**src/rtl/ttl_sched_pkg.sv**
```systemverilog
// ttl_sched_pkg
// Shared constants and helpers for the TTL clock-edge scheduler.
//
// Build option:
//   TTL_SCHED_SYNC2_EN  defined   -> two-flop synchronisers on all TTL inputs
//                       undefined -> single sampling flop (inputs must already
//                                    be clk-synchronous)
//
// Contents:
//   SYNC_DEPTH     number of synchroniser stages on tclk/tclr_n/tpre_n
//   N_MAX          largest supported bank count
//   IDX_W          index width able to address N_MAX banks
//   onehot_to_idx  one-hot (or zero) vector to binary index
package ttl_sched_pkg;

`ifdef TTL_SCHED_SYNC2_EN
  localparam int SYNC_DEPTH = 2;
`else
  localparam int SYNC_DEPTH = 1;
`endif

  localparam int N_MAX = 16;
  localparam int IDX_W = $clog2(N_MAX);

  // OR-reduction encoder: for a one-hot input the result is the index of the
  // set bit; an all-zero input yields 0.
  function automatic logic [IDX_W-1:0] onehot_to_idx(input logic [N_MAX-1:0] oh);
    logic [IDX_W-1:0] idx;
    idx = '0;
    for (int i = 0; i < N_MAX; i++) begin
      if (oh[i]) begin
        idx = idx | IDX_W'(i);
      end
    end
    return idx;
  endfunction

endpackage

```
**src/rtl/ttl_rr_arbiter.sv**
```systemverilog
// ttl_rr_arbiter
// Purely combinational round-robin selector. Searches req starting at ptr,
// moving upward and wrapping from N-1 back to 0, and grants the first set bit.
//
// Ports:
//   req        in   N      request vector
//   ptr        in   PTR_W  bank that has highest priority this cycle
//   grant      out  N      one-hot grant, all zero when nothing requested
//   grant_idx  out  PTR_W  binary index of the granted bank (0 when !valid)
//   valid      out  1      a grant was made
module ttl_rr_arbiter
  import ttl_sched_pkg::*;
#(
  parameter int N     = 4,
  parameter int PTR_W = $clog2(N)
) (
  input  logic [N-1:0]     req,
  input  logic [PTR_W-1:0] ptr,
  output logic [N-1:0]     grant,
  output logic [PTR_W-1:0] grant_idx,
  output logic             valid
);

  // One extra bit so ptr + offset (< 2N) never overflows before the wrap.
  localparam int SUM_W = PTR_W + 1;

  logic [SUM_W-1:0] sum;
  logic [PTR_W-1:0] cand;

  always_comb begin
    grant = '0;
    valid = 1'b0;
    sum   = '0;
    cand  = '0;
    for (int k = 0; k < N; k++) begin
      sum = {1'b0, ptr} + SUM_W'(k);
      if (sum >= SUM_W'(N)) begin
        sum = sum - SUM_W'(N);
      end
      cand = sum[PTR_W-1:0];
      if (!valid && req[cand]) begin
        grant[cand] = 1'b1;
        valid       = 1'b1;
      end
    end
  end

  assign grant_idx = PTR_W'(onehot_to_idx(N_MAX'(grant)));

endmodule

```
**src/rtl/ttl_clk_edge_sched.sv**
```systemverilog
// ttl_clk_edge_sched
// Clock-enable scheduler for emulated 7474-class flip-flop banks. Samples N
// TTL clock nets plus their clear/preset nets in the system clock domain,
// turns every rising clock edge into one registered single-cycle enable
// strobe, and serialises those strobes round-robin so that at most one bank
// is clocked per cycle. Also delivers conditioned clear/preset levels with
// clear dominant over preset.
//
// Build option: TTL_SCHED_SYNC2_EN selects two-flop synchronisers
// (see ttl_sched_pkg); default is a single sampling flop.
//
// Ports:
//   clk      in   1  system clock
//   reset_n  in   1  asynchronous active-low reset
//   run      in   1  1 = grants allowed, 0 = grants frozen (edges still captured)
//   tclk     in   N  TTL clock nets
//   tclr_n   in   N  TTL clear nets, active-low
//   tpre_n   in   N  TTL preset nets, active-low
//   ovf_clr  in   1  pulse clearing all sticky overflow flags
//   ce       out  N  one-hot (or zero) clock-enable strobe
//   clr_n_o  out  N  registered clear per bank, active-low
//   pre_n_o  out  N  registered preset per bank, active-low, 1 while clearing
//   pending  out  N  edge captured, strobe not yet issued
//   ovf      out  N  sticky: a second edge arrived before the first was served
module ttl_clk_edge_sched
  import ttl_sched_pkg::*;
#(
  parameter int N = 4
) (
  input  logic         clk,
  input  logic         reset_n,
  input  logic         run,
  input  logic [N-1:0] tclk,
  input  logic [N-1:0] tclr_n,
  input  logic [N-1:0] tpre_n,
  input  logic         ovf_clr,
  output logic [N-1:0] ce,
  output logic [N-1:0] clr_n_o,
  output logic [N-1:0] pre_n_o,
  output logic [N-1:0] pending,
  output logic [N-1:0] ovf
);

  localparam int PTR_W = $clog2(N);

  // Synchroniser chains; index SYNC_DEPTH-1 is the conditioned output.
  logic [N-1:0] sync_tclk_reg [SYNC_DEPTH];
  logic [N-1:0] sync_tclr_reg [SYNC_DEPTH];
  logic [N-1:0] sync_tpre_reg [SYNC_DEPTH];

  logic [N-1:0] s_tclk;
  logic [N-1:0] s_tclr_n;
  logic [N-1:0] s_tpre_n;

  logic [N-1:0] prev_tclk_reg;
  logic [N-1:0] edge_det;

  logic [N-1:0] pending_reg, pending_next;
  logic [N-1:0] ovf_reg, ovf_next;
  logic [N-1:0] ce_reg;
  logic [N-1:0] clr_reg;
  logic [N-1:0] pre_reg, pre_next;
  logic [PTR_W-1:0] ptr_reg, ptr_next;

  logic [N-1:0]     req;
  logic [N-1:0]     grant;
  logic [PTR_W-1:0] grant_idx;
  logic             grant_valid;

  // ---------------------------------------------------------------------------
  // Input synchronisers. Clock chain resets low and clear/preset chains reset
  // high so that the idle levels are already present after reset and no edge
  // or clear pulse is invented on the first cycle.
  // ---------------------------------------------------------------------------
  always_ff @(posedge clk or negedge reset_n) begin
    if (!reset_n) begin
      for (int i = 0; i < SYNC_DEPTH; i++) begin
        sync_tclk_reg[i] <= '0;
        sync_tclr_reg[i] <= '1;
        sync_tpre_reg[i] <= '1;
      end
    end else begin
      sync_tclk_reg[0] <= tclk;
      sync_tclr_reg[0] <= tclr_n;
      sync_tpre_reg[0] <= tpre_n;
      for (int i = 1; i < SYNC_DEPTH; i++) begin
        sync_tclk_reg[i] <= sync_tclk_reg[i-1];
        sync_tclr_reg[i] <= sync_tclr_reg[i-1];
        sync_tpre_reg[i] <= sync_tpre_reg[i-1];
      end
    end
  end

  assign s_tclk   = sync_tclk_reg[SYNC_DEPTH-1];
  assign s_tclr_n = sync_tclr_reg[SYNC_DEPTH-1];
  assign s_tpre_n = sync_tpre_reg[SYNC_DEPTH-1];

  assign edge_det = s_tclk & ~prev_tclk_reg;

  // Banks held in clear never request, so a cleared bank cannot steal a slot.
  assign req = pending_reg & s_tclr_n & {N{run}};

  ttl_rr_arbiter #(
    .N     (N),
    .PTR_W (PTR_W)
  ) u_arb (
    .req       (req),
    .ptr       (ptr_reg),
    .grant     (grant),
    .grant_idx (grant_idx),
    .valid     (grant_valid)
  );

  // ---------------------------------------------------------------------------
  // Per-bank next-state logic.
  // A fresh edge wins over a same-cycle grant: the grant consumes the old
  // request and the new edge re-arms pending, so no overflow is flagged.
  // ---------------------------------------------------------------------------
  generate
    for (genvar gi = 0; gi < N; gi++) begin : g_bank
      assign pending_next[gi] = s_tclr_n[gi] &
                                (edge_det[gi] | (pending_reg[gi] & ~grant[gi]));

      assign ovf_next[gi] = ~ovf_clr &
                            (ovf_reg[gi] |
                             (s_tclr_n[gi] & edge_det[gi] & pending_reg[gi] & ~grant[gi]));

      assign pre_next[gi] = s_tpre_n[gi] | ~s_tclr_n[gi];
    end
  endgenerate

  always_comb begin
    ptr_next = ptr_reg;
    if (grant_valid) begin
      if (grant_idx == PTR_W'(N - 1)) begin
        ptr_next = '0;
      end else begin
        ptr_next = grant_idx + PTR_W'(1);
      end
    end
  end

  // ---------------------------------------------------------------------------
  // State and output registers.
  // ---------------------------------------------------------------------------
  always_ff @(posedge clk or negedge reset_n) begin
    if (!reset_n) begin
      prev_tclk_reg <= '0;
      pending_reg   <= '0;
      ovf_reg       <= '0;
      ce_reg        <= '0;
      clr_reg       <= '1;
      pre_reg       <= '1;
      ptr_reg       <= '0;
    end else begin
      prev_tclk_reg <= s_tclk;
      pending_reg   <= pending_next;
      ovf_reg       <= ovf_next;
      ce_reg        <= grant;
      clr_reg       <= s_tclr_n;
      pre_reg       <= pre_next;
      ptr_reg       <= ptr_next;
    end
  end

  assign ce      = ce_reg;
  assign clr_n_o = clr_reg;
  assign pre_n_o = pre_reg;
  assign pending = pending_reg;
  assign ovf     = ovf_reg;

endmodule

```
**config.mk**
```make
export PLATFORM = sky130hd
export DESIGN_NAME = ttl_clk_edge_sched
export DESIGN_NICKNAME = d
export VERILOG_FILES = /design/src/rtl/ttl_sched_pkg.sv /design/src/rtl/ttl_rr_arbiter.sv /design/src/rtl/ttl_clk_edge_sched.sv
export SDC_FILE = /design/constraint.sdc
export NUM_CORES = 1
export LEC_CHECK = 0
export CAP_MARGIN = 20
export CORE_MARGIN = 5
export CORE_UTILIZATION = 35
export DETAILED_ROUTE_END_ITERATION = 10
export PLACE_DENSITY_LB_ADDON = 0.2
export SLEW_MARGIN = 20
export SYNTH_ARGS = -nofsm -noshare
export SYNTH_HDL_FRONTEND = slang
export SYNTH_HIERARCHICAL = 1
export SYNTH_SLANG_ARGS = --single-unit
```
**constraint.sdc**
```tcl
create_clock -name clk -period 2.9 [get_ports clk]
set_clock_uncertainty 0.1 [all_clocks]
set_input_delay 0.29 -clock clk [delete_from_list [all_inputs] [get_ports clk]]
set_output_delay 0.29 -clock clk [all_outputs]
set_load 0.01 [all_outputs]
```
After elaboration in Yosys (flattened, before gate mapping)
Index checks and enable logic that the tools add are counted.
{"block": "word_totals", "n_memories": 0, "latchBits": 0, "register_bits": 38, "ram_bits": 0, "input_bits": 16, "romBits": 0, "out_inout_bits": 20}
{"block": "classes", "n_addsub": 8, "n_mux": 32, "n_mul": 0, "n_reduce_logical": 10, "order_cmp": 12, "shift": 0, "div_mod_pow": 0, "n_eq_ne": 1, "n_bitwise": 52}
{"cell": "AND 1 bit", "count": 24}
{"cell": "2-to-1 mux 4 bit", "count": 4}
{"cell": "2-to-1 mux 2 bit", "count": 7}
{"cell": "2-to-1 mux 1 bit", "count": 13}
{"cell": "AND 4 bit", "count": 3}
{"cell": "< comparator 2 x 3 -> 1 bit (second input constant)", "count": 4}
{"cell": "bitwise OR 1 bit", "count": 12}
{"cell": "bitwise OR 4 bit", "count": 3}
{"cell": "greater-or-equal comparator 3 bit (second input constant)", "count": 3}
{"cell": "NOT 1 bit", "count": 9}
{"cell": "binary-select mux 1 bit (select 2 bit)", "count": 4}
{"cell": "demux 1 bit (select 2 bit)", "count": 4}
{"cell": "greater-or-equal comparator 2 x 1 -> 1 bit (second input constant)", "count": 4}
{"cell": "subtractor 2 x 1 -> 2 bit (second input constant)", "count": 4}
{"cell": "logical AND 1 bit", "count": 7}
{"cell": "adder 2 x 2 -> 3 bit (second input constant)", "count": 2}
{"cell": "NOT 4 bit", "count": 1}
{"cell": "adder 2 x 1 -> 3 bit (second input constant)", "count": 1}
{"cell": "greater-or-equal comparator 2 x 3 -> 1 bit (second input constant)", "count": 1}
{"cell": "zero test 1 bit", "count": 3}
{"cell": "adder 2 x 1 -> 2 bit (second input constant)", "count": 1}
{"cell": "== test 2 bit (second input constant)", "count": 1}

Depth between registers and ports, before layout
Gate-level depths: netlist (run 1).
{"block": "logic_depth", "word_depth": 19, "depth_mapped": 12}

Modules after synthesis
Netlist (run 1), hierarchy kept.
{"module": "ttl_clk_edge_sched", "cells_each": 74, "n_inst": 1, "seq_area_each_um2": 970.9, "area_each_um2": 1209.9}
{"module": "ttl_rr_arbiter", "cells_each": 65, "n_inst": 1, "seq_area_each_um2": 0.0, "area_each_um2": 499.2}

Worst setup path after synthesis (run 1)
No wires, ideal clock.
{"block": "synth_path", "path_type": "register to register", "startpoint": "register ptr_reg[0]", "endpoint": "register ptr_reg[1]", "path_buffers": 2, "t_arrival_ns": 2.702, "slack_ns": -0.027, "period_less_slack_ns": 2.927, "stages_incl_launch_ff": 12, "cell_sequence": "dfrtp_1 -> buf_6 -> buf_6 -> inv_1 -> ha_1 -> mux2i_1 -> mux2_4 -> a211o_1 -> a22oi_1 -> o221ai_1 -> ha_1 -> mux2_2"}
{"block": "synth_between", "elab_chain_cells": 19, "elab_cells_between_ends": 66}
{"item": "from (decl)", "line_no": "ttl_clk_edge_sched.sv:63", "rtl": "logic [PTR_W-1:0] ptr_reg, ptr_next;"}
{"item": "from (signal assigned)", "line_no": "ttl_clk_edge_sched.sv:162", "rtl": "ptr_reg <= ptr_next;"}
{"item": "parallel branches: the longest is 13 deep, another holds adder 2 x 1 -> 3 bit"}
{"item": "2-to-1 mux 4 bit (*)", "line_no": "ttl_rr_arbiter.sv:41", "rtl": "if (!valid && req[cand]) begin"}
{"item": "2-to-1 mux 1 bit", "line_no": "ttl_sched_pkg.sv:31", "rtl": "if (oh[i]) begin"}
{"item": "2-to-1 mux 2 bit", "line_no": "ttl_sched_pkg.sv:31"}
{"item": "2-to-1 mux 2 bit (*)", "line_no": "ttl_sched_pkg.sv:31"}
{"item": "named net grant_idx[0]", "line_no": "ttl_clk_edge_sched.sv:67", "rtl": "logic [PTR_W-1:0] grant_idx;"}
{"item": "adder 2 x 1 -> 2 bit or == test 2 bit (tied branches)", "line_no": "ttl_clk_edge_sched.sv:138, ttl_clk_edge_sched.sv:135"}
{"item": "2-to-1 mux 2 bit (*)", "line_no": "ttl_clk_edge_sched.sv:135", "rtl": "if (grant_idx == PTR_W'(N - 1)) begin"}
Mark *: on every way through the listed nets, which the timed path passes. The select of a mux whose other input is x is not followed.
A chain may end at the register's enable or synchronous reset.

Final worst setup path (run 1)
Same ends and word-level chain as after synthesis.

==> key figures, run 1 <==
Outcome
  • Outcome: finished, violations left
  • Failing checks: negative hold slack

Cells and area
  • Multi-input gate area in the final layout: 718 sq um
  • Ant diodes: 0
  • Fraction of layout cells with a size suffix above 1: a little over a quarter
  • Seq. cell area: about 970 sq um
  • Layout Utilization: between 40 and 50%
  • Commonest non-fill, non-tap cells in the layout: clkdlybuf4s50_1 (34), dfrtp_1 (22), dfstp_2 (16), nand2_1 (13), buf_4 (9)
  • Filler Cells Inserted: ~430
  • Final net count: approximately 210
  • Commonest non-fill, non-tap cell in the layout: clkdlybuf4s50_1
  • Synthesis-to-layout area growth: 38.0%

Pwr
  • Cell Pwr Density: about 760 mW/mm^2
  • Peak VDD IR: about 0.00027 V
  • Leak Pwr: around 1 nW

Global routing
  • Global route overflow: 0
  • First-pass GRT wire length: 6280 um
  • Largest net degree at the start of global routing: 39
  • Vias in the first global route: around 1.3k
  • Initial antenna violation count: 0
  • Total GRT Usage: between 10% and 20%

Clock tree
  • Total CTS buffers: 5
  • H-Tree Depth: 2
  • Root buffer cell: clkbuf_8
  • Skew-Pair Late Insertion Delay: 0.29 ns
  • Clock buffer depth: 2
  • Sink Count: 38
  • CTS clk-pin slew, worst paths: about 0.070 ns
  • Hold buffers post-CTS: 0
  • CTS tree: done

Critical path
  • Worst reg-to-reg setup slack: approximately 0.12 ns
  • Critical Path Sink Type: flip-flop
  • CP required: about 3.0 ns
  • CP Cell Sequence: inv_1 > ha_4 > mux2i_4 > mux2_4 > a211o_1 > a22oi_1 > o221ai_1 > ha_1 > mux2_2
  • Critical path's slowest cell: dfrtp_1
  • RR Startpoint: ptr_reg[0]$_DFFE_PN0P_
  • R2r endpoint: ptr_reg[1]$_DFFE_PN0P_
  • R2R depth: 9
  • Critical path buffer and inverter count: 1
  • Critical Path Fanout Max: 5
  • Family with the most delay on the worst path: multiplexers
  • Slowest stage delay, CP: 0.38 ns
  • Worst Path Arrival: between 2 and 3 ns
  • Critical Setup Path Class: flip-flop to flip-flop
  • CP Launch Type: flip-flop

Floorplanning
  • Die Height: about 80 um
  • Core ar.: roughly 0.0047 sq mm
  • Die width: ~80 um
  • Die area: 0.00638 sq mm
  • Initial Utilization: 36.2%
  • FP Rows: 25
  • Top Ports: 36

STA
  • Fin. max-slew vios: 0
  • Final hold vios: 16
  • Tightest Pin Transition: 0.793 ns
  • Fin crit share: 95.7%
  • Slew HR: a little under half
  • Final WS setup: 0.124 ns
  • Hold_ws: -0.0117 ns
  • Fmax: 360 MHz
  • Post-route minimum period: 2.78 ns
  • Final setup viols: 0
  • RSZ-0062 raised after global routing: no

Route
  • DR iter-0 viols: between 100 and 150
  • Via count: about 1.3k
  • Drc violations: 0
  • First-pass DRT Iterations: 5
  • Routed wire length: 3940 um
  • Via density per instance: between 5 and 6
  • Avg WL per Cell: 15.4 um
  • Post-DRT Antenna Nets: 0

Yosys
  • Adder-Cell Fraction of Synth Area: slightly above 5%
  • Multiplexer area fraction after synthesis: just under 6%
  • Synth Area in Simple Gates: between 15 and 20%
  • Post-synthesis xor/xnor area fraction: 0%
  • Syn_nets: between 150 and 200
  • Sequential area share after synthesis: 56.8%
  • Flop and latch count out of synthesis: 38
  • YS warnings: 6
  • Syn avg cell area: 12.3 sq um
  • Main combinational cell family by area after synthesis: simple AND/OR/NAND/NOR gates
  • Mapped Cells: ~140
  • Number of library cell types mapped by synthesis: 29
  • Netlist Area Pre-Place: roughly 0.0017 sq mm
  • Post-synthesis compound-gate area fraction: a little over an eighth

Worst hold path
  • Worst Hold Class: primary input to async pin

Place
  • PortBufs: 35
  • Post-DP HPWL: 2860 um
  • Routability cong.: a little over 0.8
  • Pre-CTS setup slack: -0.157 ns

Flow run
  • Max_cap viols: 0
-- layout make-up --
type / count / area share [%]
clock buffers: 6 / 3.50
clock inverters: 2 / 2.55
inverters: 8 / 1.27
multi-input cells: 91 / 30.5
flip-flops and latches: 38 / 41.2
well taps: 67 / 3.55
repair buffers: 44 / 17.5
-- report_power, final --
group / internal (W) / total, W / switching, W
clock: 0.000367 / 0.000543 / 0.000177
combinational: 0.000304 / 0.000632 / 0.000328
sequential: 0.000592 / 0.000618 / 0.0000263
total: 0.00126 / 0.00179 / 0.000531
-- cells in the mapped netlist --
master / count / area [sq um]
a211o_1: 3 / 26.3
a211oi_1: 1 / 7.51
a22o_1: 1 / 8.76
a22o_2: 2 / 20.0
a22oi_1: 2 / 15.0
a41oi_1: 2 / 17.5
and3_1: 4 / 25.0
buf_6: 2 / 22.5
dfrtp_1: 22 / 551
dfstp_2: 16 / 420
ha_1: 7 / 87.6
inv_1: 8 / 30.0
mux2_2: 2 / 22.5
mux2_4: 1 / 15.0
mux2i_1: 4 / 40.0
mux4_2: 1 / 22.5
nand2_1: 13 / 48.8
nand2b_1: 7 / 43.8
nand3b_1: 5 / 37.5
nor2_1: 7 / 26.3
o21ai_0: 4 / 20.0
o221ai_1: 3 / 26.3
o22ai_1: 6 / 37.5
o32a_1: 1 / 10.0
o32ai_1: 5 / 43.8
or2_2: 1 / 6.26
or2b_2: 3 / 26.3
or3_2: 1 / 7.51
or3b_1: 5 / 43.8
-- stage by stage --
| step | total power, W | hold slack, ns | area, sq um | setup TNS [ns] | instances |
|---|---|---|---|---|---|
| 2_1_floorplan | 0.00103 | -0.106 | 1720 | 0 | 139 |
| 5_1_grt | 0.00190 | 0.0582 | 2360 | 0 | 256 |
| 6_report | 0.00179 | -0.0117 | 2360 | 0 | 256 |
| 3_5_place_dp | 0.00123 | 0.288 | 2200 | -0.194 | 248 |
| 4_1_cts | 0.00179 | 0.00978 | 2340 | 0 | 256 |
| 3_3_place_gp | 0.00122 | 0.278 | 2200 | -0.0212 | 248 |
-- worst reg2reg max path, cell delays in order, from the launching register on --
cell and delay [ns]:
dfrtp_1 0.38, inv_1 0.17, ha_4 0.27, mux2i_4 0.20
mux2_4 0.31, a211o_1 0.29, a22oi_1 0.20, o221ai_1 0.17
ha_1 0.32, mux2_2 0.26
-- kinds of logic (layout without fill, tap and decap cells) --
group,after synthesis,in the layout
simple gates,46,46
flops,38,38
compound gates,30,30
buf+inv,10,60
mux,8,8
fa+ha+maj,7,7
-- metal layers --
layer  global-route usage (%)  wire (um)
met1                     14.9       1640
met2                     21.5       1970
met3                     4.29        262
met4                     6.08         72
met5                        0          0
-- timing repair --
action / 4_1_cts / 5_1_grt
endpoints found under the setup margin: 0 / 2
hold endpoints to repair: 0 / 0
buffers inserted: 0 / 0
gates resized for setup: 0 / 6
-- worst max path at each step --
| stage | start | end | slack (ns) | depth (start not counted) |
|---|---|---|---|---|
| floorplan | ptr_reg[0]$_DFFE_PN0P_ | ptr_reg[1]$_DFFE_PN0P_ | 0.03 | 11 |
| global placement | run | ptr_reg[1]$_DFFE_PN0P_ | -0.02 | 9 |
| detailed placement | run | ptr_reg[1]$_DFFE_PN0P_ | -0.16 | 9 |
| CTS | s_tclr_n[2]$_DFF_PN1_ | ptr_reg[1]$_DFFE_PN0P_ | 0.05 | 8 |
| global route | ptr_reg[0]$_DFFE_PN0P_ | ptr_reg[1]$_DFFE_PN0P_ | 0.01 | 9 |
| finish | ptr_reg[0]$_DFFE_PN0P_ | ptr_reg[1]$_DFFE_PN0P_ | 0.12 | 9 |
(Power assumes the default switching activity.)
==> inputs of run 2 (changes only) <==
--- a/config.mk
+++ b/config.mk
@@ -6,7 +6,6 @@
 export NUM_CORES = 1
 export LEC_CHECK = 0
 export CAP_MARGIN = 20
-export CORE_MARGIN = 5
 export CORE_UTILIZATION = 35
 export DETAILED_ROUTE_END_ITERATION = 10
 export PLACE_DENSITY_LB_ADDON = 0.2
==> run 2 against run 1 <==
Against the previous run:
- the flow still finishes with violations (negative hold slack)
- cell count is 1.2% lower
- worst hold slack better by 0.0044 ns
- sequential power about the same
- flip-flop and latch count unchanged
- register-to-register slack barely moved
- first-iteration DRC count fell by 79%
- critical path depth down 1
- utilization down 1.6 points
- largest cell class unchanged
- setup slack better by 0.0029 ns
==> key figures, run 2 (synthesis gave the netlist of run 1 again) <==
Floorplanning
  • FP Rows: 25 (unchanged)
  • Die width: 71.9 um (-10%)
  • Top Ports: 36 (unchanged)
  • Core ar.: 0.00472 sq mm (unchanged)
  • Die Height: 71.9 um (-10%)
  • Die area: 0.00517 sq mm (-19%)
  • Initial Utilization: 36.2% (unchanged)

STA
  • Final hold vios: 7 (-9)
  • Final setup viols: 0 (unchanged)
  • Hold_ws: -0.00722 ns (+0.00444 ns)
  • RSZ-0062 raised after global routing: no
  • Fmax: 361 MHz (+0.11%)
  • Post-route minimum period: 2.77 ns (-0.00293 ns)
  • Tightest Pin Transition: 0.809 ns (+0.0165 ns)
  • Slew HR: 46.0% (-1.1 points)
  • Final WS setup: 0.127 ns (+0.00293 ns)
  • Fin crit share: 95.6% (-0.10 points)
  • Fin. max-slew vios: 0 (unchanged)

Critical path
  • Worst Path Arrival: 2.84 ns (about the same)
  • CP required: 2.97 ns (about the same)
  • Critical path buffer and inverter count: 0 (-1)
  • CP Launch Type: flip-flop
  • Slowest stage delay, CP: 0.58 ns (+0.20 ns)
  • Critical path's slowest cell: dfstp_2
  • CP Cell Sequence: and3_1 > mux2i_2 > mux2_4 > a211o_1 > a22oi_1 > o221ai_2 > ha_1 > mux2_2
  • Critical Path Fanout Max: 6 (+1)
  • Family with the most delay on the worst path: multiplexers
  • Critical Path Sink Type: flip-flop
  • Critical Setup Path Class: flip-flop to flip-flop

Route
  • DR iter-0 viols: 24 (-79%)
  • Via density per instance: 4.94 (-3.8%)
  • Drc violations: 0 (unchanged)
  • Via count: 1,250 (-4.9%)
  • Avg WL per Cell: 14.0 um (-9.4%)
  • First-pass DRT Iterations: 4 (-1)
  • Post-DRT Antenna Nets: 0 (unchanged)
  • Routed wire length: 3530 um (-10%)

Cells and area
  • Multi-input gate area in the final layout: 714 sq um (-0.52%)
  • Commonest non-fill, non-tap cells in the layout: clkdlybuf4s50_1 (34), dfrtp_1 (22), dfstp_2 (16), nand2_1 (13), inv_1 (8)
  • Seq. cell area: 971 sq um (unchanged)
  • Ant diodes: 0 (unchanged)
  • Final net count: 208 (-1.4%)
  • Post-Layout Inst Area: 0.00228 sq mm (-3.3%)
  • Commonest non-fill, non-tap cell in the layout: clkdlybuf4s50_1
  • Fraction of layout cells with a size suffix above 1: 25.3% (-1.7 points)
  • Synthesis-to-layout area growth: 33.5%
  • Filler Cells Inserted: 429 (+0.23%)

Clock tree
  • Total CTS buffers: 5 (unchanged)
  • CTS clk-pin slew, worst paths: 0.07 ns (about the same)
  • Root buffer cell: clkbuf_8
  • Clock buffer depth: 2 (unchanged)
  • Number of setup buffers added after CTS: 0 (unchanged)
  • Post_cts resized: 0 (unchanged)
  • Skew-Pair Late Insertion Delay: 0.28 ns (about the same)
  • Hold buffers post-CTS: 0 (unchanged)
  • CTS tree: done
  • H-Tree Depth: 2 (unchanged)
  • Sink Count: 38 (unchanged)

Global routing
  • Vias in the first global route: 1,216 (-7.5%)
  • Total GRT Usage: 15.1% (+2.1 points)
  • Initial antenna violation count: 0 (unchanged)
  • Global route overflow: 0 (unchanged)
  • Largest net degree at the start of global routing: 39 (unchanged)
  • First-pass GRT wire length: 5800 um (-7.6%)

Outcome
  • Failing checks: negative hold slack
  • Outcome: finished, violations left

Place
  • PortBufs: 35 (unchanged)
  • Routability cong.: 0.843 (+3.3%)
  • Post-DP Area: 0.00217 sq mm (-1.0%)
  • Pre-CTS setup slack: -0.156 ns (+0.00123 ns)
  • Post-DP HPWL: 2580 um (-9.5%)

Flow run
  • Max_cap viols: 0 (unchanged)

Worst hold path
  • Worst Hold Class: primary input to async pin

Pwr
  • Peak VDD IR: 0.000273 V (+0.47%)
  • Power, Total: 0.00158 W (-12%)
  • Leak Pwr: 0.942 nW (-3.8%)
  • Cell Pwr Density: 694 mW/mm^2 (-8.7%)
[run 2: changes by cell type in the layout (fill, tap and decap cells not counted), sizes merged]
cell,before,now
buf,10,7
bufinv,2,0
clkbuf,6,7
clkinv,0,1
[run 2: power by group]
part	switching (W)	total, W	internal (W)
Combinational	0.000317	0.000606	0.000289
Sequential	0.0000251	0.000617	0.000592
Clock	0.000170	0.000361	0.000192
[run 2: final timing paths]
path                                  startpoint                endpoint  slack, ns  depth (start not counted)
max                        s_tclr_n[0]$_DFF_PN1_  ptr_reg[1]$_DFFE_PN0P_       0.13                          8
min in group clk           s_tclr_n[3]$_DFF_PN1_    clr_n_o[3]$_DFF_PN1_       0.29                          0
min reg2reg                s_tclr_n[3]$_DFF_PN1_    clr_n_o[3]$_DFF_PN1_       0.29                          0
max reg2reg                s_tclr_n[0]$_DFF_PN1_  ptr_reg[1]$_DFFE_PN0P_       0.13                          8
max in group asynchronous                reset_n         ce[0]$_DFF_PN0_       2.19                          1
min                                      reset_n         ce[2]$_DFF_PN0_     -0.007                          1
[run 2: metal layers]
| layer | global-route usage, % | wire (um) | up-vias | share of wire (%) |
|---|---|---|---|---|
| met5 | 0 | 0 | - | 0 |
| met4 | 6.97 | 72 | 0 | 2.0 |
| met3 | 4.64 | 174 | 11 | 4.9 |
| met2 | 24.8 | 1740 | 45 | 49 |
| met1 | 18.0 | 1550 | 597 | 44 |
| li1 | - | - | 597 | - |
[run 2: cell type report]
cell class	instances	area share (%)
sequential	38	42.6
multi-input combinational	91	31.3
timing repair buffer	41	17.1
clock buffer	7	3.78
tap	67	3.68
inverter	8	1.32
clock inverter	1	0.219
[run 2: per-stage QoR]
stage          hold WS, ns  cells  util (%)  TNS (ns)
3_5_place_dp         0.287    245      46.0    -0.234
4_1_cts             0.0188    253      47.9         0
2_1_floorplan       -0.106    139         -         0
5_1_grt             0.0426    253      48.3         0
3_3_place_gp         0.281    245      46.0   -0.0169
6_report          -0.00722    253      48.3         0
==> inputs of run 3 (changes only) <==
--- a/config.mk
+++ b/config.mk
@@ -6,6 +6,7 @@
 export NUM_CORES = 1
 export LEC_CHECK = 0
 export CAP_MARGIN = 20
+export CORE_MARGIN = 1.5
 export CORE_UTILIZATION = 35
 export DETAILED_ROUTE_END_ITERATION = 10
 export PLACE_DENSITY_LB_ADDON = 0.2
==> run 3 against run 2 <==
Against the previous run:
- the flow now finishes without violations
- total power shrank 0.88%
- non-clock buffer count unchanged
- count of clock-buffer cells in the layout shrank 1
- via count grew 2.4%
==> key figures, run 3 (synthesis gave the netlist of run 1 again) <==
Outcome
  • Outcome: completed

Route
  • Via count: 1,280 (+2.4%)
  • Avg WL per Cell: 14.4 um (+2.9%)
  • Via density per instance: 5.06 (+2.4%)
  • First-pass DRT Iterations: 4 (unchanged)
  • Drc violations: 0 (unchanged)
  • DR iter-0 viols: 40 (+67%)
  • Post-DRT Antenna Nets: 0 (unchanged)
  • Routed wire length: 3640 um (+2.9%)

STA
  • TNS Setup: 0 ns (unchanged)
  • Slew HR: 45.7% (-0.31 points)
  • Fin crit share: 95.7% (about the same)
  • Post-route minimum period: 2.78 ns (+0.00276 ns)
  • Fin. max-slew vios: 0 (unchanged)
  • Final setup viols: 0 (unchanged)
  • Fmax: 360 MHz (about the same)
  • Final hold vios: 0 (-7)
  • Tightest Pin Transition: 0.814 ns (+0.00463 ns)
  • Final WS setup: 0.125 ns (-0.00276 ns)

Floorplanning
  • Die area: 0.00531 sq mm (+2.8%)
  • Initial Utilization: 36.2% (unchanged)
  • Die Height: 72.9 um (+1.4%)
  • Top Ports: 36 (unchanged)
  • Die width: 72.9 um (+1.4%)
  • FP Rows: 25 (unchanged)
  • Core ar.: 0.00472 sq mm (unchanged)

Worst hold path
  • Worst Hold Class: primary input to async pin

Global routing
  • Largest net degree at the start of global routing: 39 (unchanged)
  • Total GRT Usage: 15.2% (+0.12 points)
  • Vias in the first global route: 1,291 (+6.2%)
  • First-pass GRT wire length: 6080 um (+4.8%)
  • Global route overflow: 0 (unchanged)
  • Initial antenna violation count: 0 (unchanged)

Pwr
  • Cell Pwr Density: 689 mW/mm^2 (-0.72%)
  • Leak Pwr: 0.938 nW (-0.43%)
  • Peak VDD IR: 0.000311 V (+14%)

Clock tree
  • Sink Count: 38 (unchanged)
  • Total CTS buffers: 5 (unchanged)
  • Clock buffer depth: 2 (unchanged)
  • CTS tree: done
  • H-Tree Depth: 2 (unchanged)
  • Root buffer cell: clkbuf_8
  • CTS clk-pin slew, worst paths: 0.07 ns (about the same)
  • Skew-Pair Late Insertion Delay: 0.28 ns (about the same)
  • Hold buffers post-CTS: 0 (unchanged)

Critical path
  • Critical Path Sink Type: flip-flop
  • Critical Setup Path Class: flip-flop to flip-flop
  • CP Launch Type: flip-flop
  • Worst Path Arrival: 2.84 ns (about the same)
  • CP required: 2.96 ns (about the same)
  • Critical Path Fanout Max: 5 (-1)

Cells and area
  • Filler Cells Inserted: 418 (-2.6%)
  • Commonest non-fill, non-tap cell in the layout: clkdlybuf4s50_1
  • Fraction of layout cells with a size suffix above 1: 26.3% (+1.1 points)
  • Synthesis-to-layout area growth: 33.2%
  • Final net count: 208 (unchanged)
  • Ant diodes: 0 (unchanged)
  • Commonest non-fill, non-tap cells in the layout: clkdlybuf4s50_1 (34), dfrtp_1 (22), dfstp_2 (16), nand2_1 (13), inv_1 (8)

Place
  • Routability cong.: 0.837 (-0.76%)
  • PortBufs: 35 (unchanged)
  • Post-DP HPWL: 2660 um (+2.8%)
  • Pre-CTS setup slack: -0.169 ns (-0.0132 ns)

Flow run
  • Max_cap viols: 0 (unchanged)
run 3: stage by stage:
step	hold slack (ns)	util (%)	cells	power [W]	cell area [sq um]
after detailed placement	0.286	46.0	245	0.00122	2170
after floorplan	-0.106	-	139	0.00103	1720
final	0.00222	48.2	253	0.00157	2280
after CTS	0.0167	47.8	253	0.00156	2260
after global placement	0.281	46.0	245	0.00120	2170
after global routing	0.0563	48.2	253	0.00168	2280
run 3: area by class of cell:
| type | count | area (sq um) | share of cell area, % |
|---|---|---|---|
| clock buffers | 6 | 72.6 | 3.19 |
| clock inverters | 2 | 10.0 | 0.440 |
| inverters | 8 | 30.0 | 1.32 |
| multi-input cells | 91 | 719 | 31.6 |
| flip-flops and latches | 38 | 971 | 42.6 |
| well taps | 67 | 83.8 | 3.68 |
| repair buffers | 41 | 390 | 17.1 |
run 3: final timing paths:
kind / slack, ns / endpoint / startpoint / cells past startpoint
max in group asynchronous: 2.18 / ovf[1]$_DFF_PN0_ / reset_n / 1
worst max-delay path: 0.12 / ptr_reg[1]$_DFFE_PN0P_ / ptr_reg[0]$_DFFE_PN0P_ / 9
worst max register to register: 0.12 / ptr_reg[1]$_DFFE_PN0P_ / ptr_reg[0]$_DFFE_PN0P_ / 9
min in group clk: 0.29 / clr_n_o[3]$_DFF_PN1_ / s_tclr_n[3]$_DFF_PN1_ / 0
worst min register to register: 0.29 / clr_n_o[3]$_DFF_PN1_ / s_tclr_n[3]$_DFF_PN1_ / 0
worst min-delay path: 0.002 / ovf[3]$_DFF_PN0_ / reset_n / 1
run 3: where the power goes:
| part | internal, W | switching [W] |
|---|---|---|
| logic | 0.000300 | 0.000320 |
| clock network | 0.000166 | 0.000166 |
| registers | 0.000592 | 0.0000263 |
run 3: worst max-delay path, stage by stage (launching register included):
cell and delay [ns]:
dfrtp_1 0.38, inv_1 0.17, ha_4 0.26, mux2i_2 0.18, mux2_4 0.31, a211o_1 0.30, a22oi_1 0.25, o221ai_2 0.14
ha_1 0.30, mux2_2 0.26
run 3: routing by layer:
layer / share of wire, % / track usage (%) / up-vias
li1: - / - / 596
met1: 42 / 18.1 / 639
met2: 52 / 25.7 / 43
met3: 4.8 / 4.97 / 2
met4: 0.74 / 5.24 / 0
met5: 0 / 0 / -
run 3: what timing repair did:
item,4_1_cts,5_1_grt
endpoints found under the setup margin,0,2
resized for setup,0,7
buffers inserted,0,0
